File: src/rtl/uart_fink_pkg.sv
// uart_fink_pkg: coded-frame size helper, shared defaults and rx FSM states.
package uart_fink_pkg;
  localparam int STEP_DEFAULT = 0;
  localparam int MSG_SIZE_DEFAULT = 6;
  localparam int CLKS_PER_BIT_DEFAULT = 434;
  typedef enum logic [2:0] {IDLE, START, DATA, PARITY, STOP} rx_state_t;
  function automatic int coded_size(input int msg, input int step);
    return 2 * (msg + 2 * (2 * step + 1));
  endfunction
endpackage

File: src/rtl/uart_rx_sync.sv
// uart_rx_sync: two-flop synchronizer plus falling-edge detect, idles high.
module uart_rx_sync (
  input  logic clk,
  input  logic rst_n,
  input  logic rx,
  output logic rx_s,
  output logic fall
);
  logic s1, rx_prev;
  always_ff @(posedge clk or negedge rst_n)
    if (!rst_n) {s1, rx_s, rx_prev} <= 3'b111;
    else {s1, rx_s, rx_prev} <= {rx, s1, rx_s};
  assign fall = rx_prev & ~rx_s;
endmodule

File: src/rtl/uart_coded_rx.sv
// uart_coded_rx: UART deserializer for one coded message per frame.
// Define UART_CODED_RX_PARITY_EN to add an even-parity bit before stop.
module uart_coded_rx
  import uart_fink_pkg::*;
#(
  parameter int CLKS_PER_BIT = CLKS_PER_BIT_DEFAULT,
  parameter int STEP = STEP_DEFAULT,
  parameter int MSG_SIZE = MSG_SIZE_DEFAULT,
  localparam int CODED_MSG_SIZE = coded_size(MSG_SIZE, STEP)
) (
  input  logic                      clk,
  input  logic                      rst_n,
  input  logic                      rx,
  output logic [CODED_MSG_SIZE-1:0] coded_out,
  output logic                      coded_valid,
  output logic                      frame_err,
  output logic                      busy
);
  localparam int BW = $clog2(CLKS_PER_BIT);
  localparam int CW = $clog2(CODED_MSG_SIZE);
  localparam logic [BW-1:0] HALF = BW'(CLKS_PER_BIT / 2 - 1);
  localparam logic [BW-1:0] FULL = BW'(CLKS_PER_BIT - 1);
  localparam logic [CW-1:0] LAST = CW'(CODED_MSG_SIZE - 1);
  rx_state_t state;
  logic [BW-1:0] baud;
  logic [CW-1:0] bit_cnt;
  logic [CODED_MSG_SIZE-1:0] shift;
  logic rx_s, fall, good, tick;
  uart_rx_sync u_sync (.clk(clk), .rst_n(rst_n), .rx(rx), .rx_s(rx_s), .fall(fall));
  assign tick = baud == FULL;
`ifdef UART_CODED_RX_PARITY_EN
  logic par_ok;
  assign good = rx_s & par_ok;
`else
  assign good = rx_s;
`endif
  // busy is assigned alongside each state change so it tracks state != IDLE
  always_ff @(posedge clk or negedge rst_n)
    if (!rst_n) begin
      state <= IDLE;
      baud <= '0;
      bit_cnt <= '0;
      shift <= '0;
      coded_out <= '0;
      coded_valid <= 1'b0;
      frame_err <= 1'b0;
      busy <= 1'b0;
`ifdef UART_CODED_RX_PARITY_EN
      par_ok <= 1'b1;
`endif
    end else begin
      coded_valid <= 1'b0;
      frame_err <= 1'b0;
      baud <= baud + 1'b1;
      case (state)
        IDLE: begin
          busy <= fall;
          if (fall) begin
            state <= START;
            baud <= '0;
          end
        end
        START: if (baud == HALF) begin
          state <= rx_s ? IDLE : DATA;
          busy <= ~rx_s;
          baud <= '0;
          bit_cnt <= '0;
        end
        DATA: if (tick) begin
          baud <= '0;
          shift <= {rx_s, shift[CODED_MSG_SIZE-1:1]};
          bit_cnt <= bit_cnt + 1'b1;
`ifdef UART_CODED_RX_PARITY_EN
          if (bit_cnt == LAST) state <= PARITY;
`else
          if (bit_cnt == LAST) state <= STOP;
`endif
        end
`ifdef UART_CODED_RX_PARITY_EN
        PARITY: if (tick) begin
          baud <= '0;
          par_ok <= ~^{shift, rx_s};
          state <= STOP;
        end
`endif
        STOP: if (tick) begin
          coded_valid <= good;
          frame_err <= ~good;
          if (good) coded_out <= shift;
          state <= IDLE;
          busy <= 1'b0;
        end
        default: state <= IDLE;
      endcase
    end
endmodule

File: config.mk
export PLATFORM = sky130hd
export DESIGN_NAME = uart_coded_rx
export DESIGN_NICKNAME = d
export VERILOG_FILES = /design/src/rtl/uart_fink_pkg.sv /design/src/rtl/uart_rx_sync.sv /design/src/rtl/uart_coded_rx.sv
export SDC_FILE = /design/constraint.sdc
export NUM_CORES = 1
export LEC_CHECK = 0
export CAP_MARGIN = 20
export CORE_MARGIN = 2
export CORE_UTILIZATION = 30
export DETAILED_ROUTE_END_ITERATION = 10
export PLACE_DENSITY = 0.51
export SLEW_MARGIN = 20
export SYNTH_ARGS = -nofsm -noshare
export SYNTH_HDL_FRONTEND = slang
export SYNTH_SLANG_ARGS = --single-unit
File: constraint.sdc
create_clock -name clk -period 2.6 [get_ports clk]
set_input_delay 0.52 -clock clk [delete_from_list [all_inputs] [get_ports clk]]
set_output_delay 0.52 -clock clk [all_outputs]
set_load 0.02 [all_outputs]
## Word level (Yosys, flattened, before mapping)

Index checks and enable logic that the tools add are counted.

| word-level totals | value |
|---|---|
| logic and storage cells | 55 |
| output and inout port bits | 19 |
| flip-flop bits (word level) | 54 |
| input bits | 3 |

| operators by class | value |
|---|---|
| muxes and demuxes | 21 |
| eq/ne operators | 11 |
| add/subtract/negate cells | 2 |
| bitwise operators | 2 |
| reduce and logical (&&, ||, !) cells | 8 |

Operators by type and width:

| kind | count |
|---|---|
| 9-bit two-way mux | 3 |
| 9-bit case mux with 3 select lines | 1 |
| 3-bit two-way mux | 5 |
| 3-bit case mux with 4 select lines | 1 |
| 2-bit inequality test (second input constant) | 5 |
| 9-bit by 1-bit adder with 9-bit output (second input constant) | 1 |
| 9-bit by 8-bit equality test with 1-bit output (second input constant) | 1 |
| 9-bit equality test (second input constant) | 1 |
| 3-bit AND reduction | 3 |
| 4-bit two-way mux | 2 |
| 4-bit case mux with 2 select lines | 1 |
| 1-bit two-way mux | 6 |
| 5-bit AND reduction | 1 |
| 4-bit by 1-bit adder with 4-bit output (second input constant) | 1 |
| 4-bit equality test (second input constant) | 1 |
| 3-bit by 1-bit equality test with 1-bit output (second input constant) | 1 |
| 3-bit by 2-bit equality test with 1-bit output (second input constant) | 1 |
| 3-bit equality test (second input constant) | 1 |
| 3-bit logical NOT | 1 |
| 1-bit case mux with 3 select lines | 1 |
| 3-bit nonzero test | 1 |
| 2-bit two-way mux | 1 |
| 2-bit AND reduction | 1 |
| 2-bit nonzero test | 1 |
| 2 further kinds | 2 |

## Longest topological paths before layout

| logic depth | value |
|---|---|
| word-level depth | 4 |
| depth in mapped cells | 7 |
| mapped depth without buffers | 6 |

## By module

Synthesis repeated with hierarchy kept, for this count alone.

| second synthesis, totals | value |
|---|---|
| cell total of the unflattened synthesis | 180 |
| area, all modules | 2,367.3 um2 |

By module, submodules not included:

| module | cells each | sequential area each (um2) | area an instance (um2) | times used |
|---|---|---|---|---|
| uart_coded_rx | 176 | 1,276.2 | 2,274.7 | 1 |
| uart_rx_sync | 4 | 78.8 | 92.6 | 1 |

## Worst setup path after synthesis

OpenSTA, ideal clock, no wires.

| timing | value |
|---|---|
| path type | register to register |
| start point | register state[0] |
| end point | register coded_out[0] |
| period minus slack after synthesis | 1.698 ns |
| stages on the path, launching flop included | 7 |
| required time | 2.475 ns |
| arrival time | 1.573 ns |
| path buffers | 2 |
| setup slack | 0.902 ns |
| setup time | 0.125 ns |
| path through | dfrtp_1 > buf_2 > or3b_1 > nor3_2 > nand2_2 > buf_6 > mux2_4 |

| on the way | value |
|---|---|
| cells in the longest elaborated chain, start to end | 2 |

RTL lines:

| item | RTL line | source |
|---|---|---|
| start, declared | uart_coded_rx.sv:24 | `rx_state_t state;` |
| start signal, assigned | uart_coded_rx.sv:64 | `state <= rx_s ? IDLE : DATA;` |
| 3-bit equality test | uart_coded_rx.sv:55 | `case (state)` |
| 3-bit AND reduction (no line) | -- |  |
| end signal, assigned | uart_coded_rx.sv:89 | `if (good) coded_out <= shift;` |
| end, declared | uart_coded_rx.sv:14 | `output logic [CODED_MSG_SIZE-1:0] coded_out,` |

No other way between the ends.
A chain may end at the register's enable or synchronous reset.

## Worst setup path after layout

| timing | value |
|---|---|
| start point | register baud[0] |
| end point | register bit_cnt[2] |

| on the way | value |
|---|---|
| cells in the longest elaborated chain, start to end | 3 |
| elaborated cells between the ends (all ways) | 5 |
| those cells by class | 4 x eq/ne; 1 x reduce/logical |

RTL lines:

| item | RTL line | source |
|---|---|---|
| start, declared | uart_coded_rx.sv:25 | `logic [BW-1:0] baud;` |
| start signal, assigned | uart_coded_rx.sv:54 | `baud <= baud + 1'b1;` |
| 9-bit equality test or 9-bit by 8-bit equality test with 1-bit output (tied branches) | uart_coded_rx.sv:30, uart_coded_rx.sv:63 |  |
| 2-bit inequality test (no line) | -- |  |
| 3-bit AND reduction (no line) (*) | -- |  |
| end signal, assigned | uart_coded_rx.sv:72 | `bit_cnt <= bit_cnt + 1'b1;` |
| end, declared | uart_coded_rx.sv:26 | `logic [CW-1:0] bit_cnt;` |

Every way passes the cells marked *; elsewhere a longest branch is shown, timed or not.

==> results_dict.tcl <==
set metrics [dict create \
    grt-ovfl-total 0 \
    critPathMaxFanout 5 \
    grt_pass1_vias 1396 \
    ys_warn_count 0 \
    syn_nets 181 \
    syn_inst 174 \
    hold_viol_final 0 \
    syn2layout_area_growth_pct 17.9 \
    clk_latency_ps 300 \
    num_vias 1355 \
    port_buffers 21 \
    synth_compound_area_share_pct 3.15 \
    cts_buffers 5 \
    drt_iter0_drc 70 \
    dpl_cell_area_um2 2630 \
    cap_violations 0 \
    status "completed" \
    nNetsFinal 208 \
    htree_num_levels 2 \
    fin_crit_sh_pct 73.5 \
    antenna_found_initial 0 \
    post-cts-setup-buffers 0 \
    cts_root_buf "clkbuf_8" \
    ctsHoldBuffers 0 \
    synth-simple-area-share_pct 14.1 \
    die-area_um2 8400 \
    endpoint_kind "flop" \
    cts_tree "built" \
    ys_ff_latch 54 \
    cts_resized 0 \
    p_leak_uw 0.00130 \
    critPathArrivalTime_ps 2110 \
    gp_congestion 0.722 \
    synth_adder_area_share_pct 2.17 \
    rsz0062_at_grt "false" \
    final_area_um2 2720 \
    syn-cell-area_um2 2310 \
    ir_drop_mv 0.196 \
    fin_crit_ps 1910 \
    route.detailed.drc 0 \
    drive_above_1_share_pct 24.4 \
    worst_slew_pin_slew_ps 594 \
    postSynth.asyncResetShare_pct 100 \
    grtUsageTotal_pct 10.3 \
    io-pin-count 22 \
    dieWidth_um 91.7 \
    n_antenna_cell 0 \
    path_class "reg2reg" \
    drt_wl_total_um 3950 \
    syn_avg_cell_area_um2 13.3 \
    synth_top_family_by_area "multiplexers" \
    via_per_inst 4.52 \
    antenna_left 0 \
    synth.area.mux_share_pct 17.0 \
    setup_tns_ps 0 \
    synth-main-ff-cell "dfrtp_1" \
    synth.largest_area_cell "dfrtp_1" \
    wl_per_cell_um 13.2 \
    clock_skew_ps 3.76 \
    core.rowCount 31 \
    setup_viol 0 \
    start_kind "flop" \
    p_per_area_nw_per_um2 588 \
    cp.required_ps 2800 \
    netlist-cell-type-count 39 \
    first_pass_iters 4 \
    slew_headroom_pct 60.4 \
    synth_top_area_share_pct 55.3 \
    die_h_um 91.7 \
    slew_viol_final 0 \
    power.total_uw 1600 \
    dp_hpwl_um 2710 \
    grt_max_degree 27 \
    yosysMostFrequentCell "dfrtp_1" \
    synth_xor_area_share_pct 2.66 \
    start_util_pct 31.5 \
    grt_first_pass_wirelength_um 6800 \
    synth_edf_count 0 \
    min_path_type "in2async" \
    ys_seq_area_share_pct 58.8 \
    fmax_ghz 0.524 \
    worstRegToRegCells 6 \
    netlist_top_cells_area "dfrtp_1 55%, mux2_2 11%, mux2_4 5.9%, dfstp_2 3.4%, ha_1 2.2%" \
    nFillCells 717 \
    coreArea_um2 7330 \
    clock-sinks 54 \
    synth.top_cells.by_count "51 x dfrtp_1, 22 x mux2_2, 13 x nor2_1, 10 x nand2_1, 9 x mux2_4" \
    path_clk_slew_ps 90 \
    clockBufferDepth 2 \
]
-- cells in the final DEF (no fill, tap or decap), drive strengths merged, types with 5 or more instances in the layout --
| cell | netlist | final |
|---|---|---|
| clkbuf | 0 | 5 |
| nand3 | 7 | 7 |
| nand2 | 11 | 11 |
| nor2 | 13 | 13 |
| inv | 5 | 5 |
| xnor2 | 5 | 5 |
| buf | 5 | 5 |
| clkdlybuf4s50 | 0 | 20 |
| dfrtp | 51 | 51 |
| mux2 | 31 | 31 |
| and3 | 5 | 5 |
-- critical path, cell delays in order (launching register included) --
cell and delay [ps]:
dfrtp_1 430, inv_1 70, ha_1 120, nor4bb_1 430
and2_1 230, a31oi_1 180, a211o_1 330
-- layout make-up --
class | count | area [um2] | share of cell area (%)
sequential | 54 | 1360 | 49.9
multi-input combinational | 110 | 901 | 33.1
timing repair buffer | 25 | 235 | 8.66
tap | 99 | 124 | 4.56
clock buffer | 5 | 68.8 | 2.53
inverter | 5 | 18.8 | 0.691
clock inverter | 2 | 15.0 | 0.552
-- final timing paths --
path	start	endpoint	slack [ps]
min in group clk	u_sync.s1	u_sync.rx_s	360
worst min register to register	u_sync.s1	u_sync.rx_s	360
worst min-delay path	rst_n	baud[3]	210
worst max register to register	baud[0]	bit_cnt[2]	690
worst max-delay path	baud[0]	bit_cnt[2]	690
max in group asynchronous	rst_n	u_sync.rx_prev	1700
-- state kept, by name, indices dropped and copies added (netlist names) --
signal and count:
baud 9, bit_cnt 4, busy 1, coded_out 16, coded_valid 1, frame_err 1, shift 16, state 3
u_sync.rx_prev 1, u_sync.rx_s 1, u_sync.s1 1
-- routing by layer --
metal | wire length [um] | up-vias | GRT usage, %
li1 | - | 660 | -
met1 | 2010 | 667 | 14.8
met2 | 1720 | 21 | 14.6
met3 | 135 | 7 | 2.55
met4 | 87 | 0 | 4.55
met5 | 0 | - | 0
-- logic make-up (layout without fill, tap and decap cells) --
kind of cell / count (synthesis) / count (layout)
DFF: 54 / 54
adders and majority gates: 4 / 4
and+or+nand+nor: 56 / 56
xor gates and xnor gates: 7 / 7
muxes: 32 / 32
buffers and inverters: 10 / 37
AOI/OAI and AO/OA: 11 / 11
-- power breakdown --
part / switching [uW] / leakage (uW) / internal, uW / total, uW
sequential: 73.4 / 0.000730 / 894 / 967
combinational: 88.9 / 0.000533 / 85.6 / 175
clock: 271 / 0.0000362 / 184 / 456
-- per-stage QoR --
step,utilization [%],setup slack (ps),std cells,hold WS [ps]
6_report,37.1,690,300,209
5_1_grt,37.1,547,300,247
4_1_cts,37.1,659,300,233
3_5_place_dp,35.9,671,293,352
3_3_place_gp,35.9,657,293,345
2_1_floorplan,-,902,174,224
Note: power is estimated with default switching activity, not from simulation.
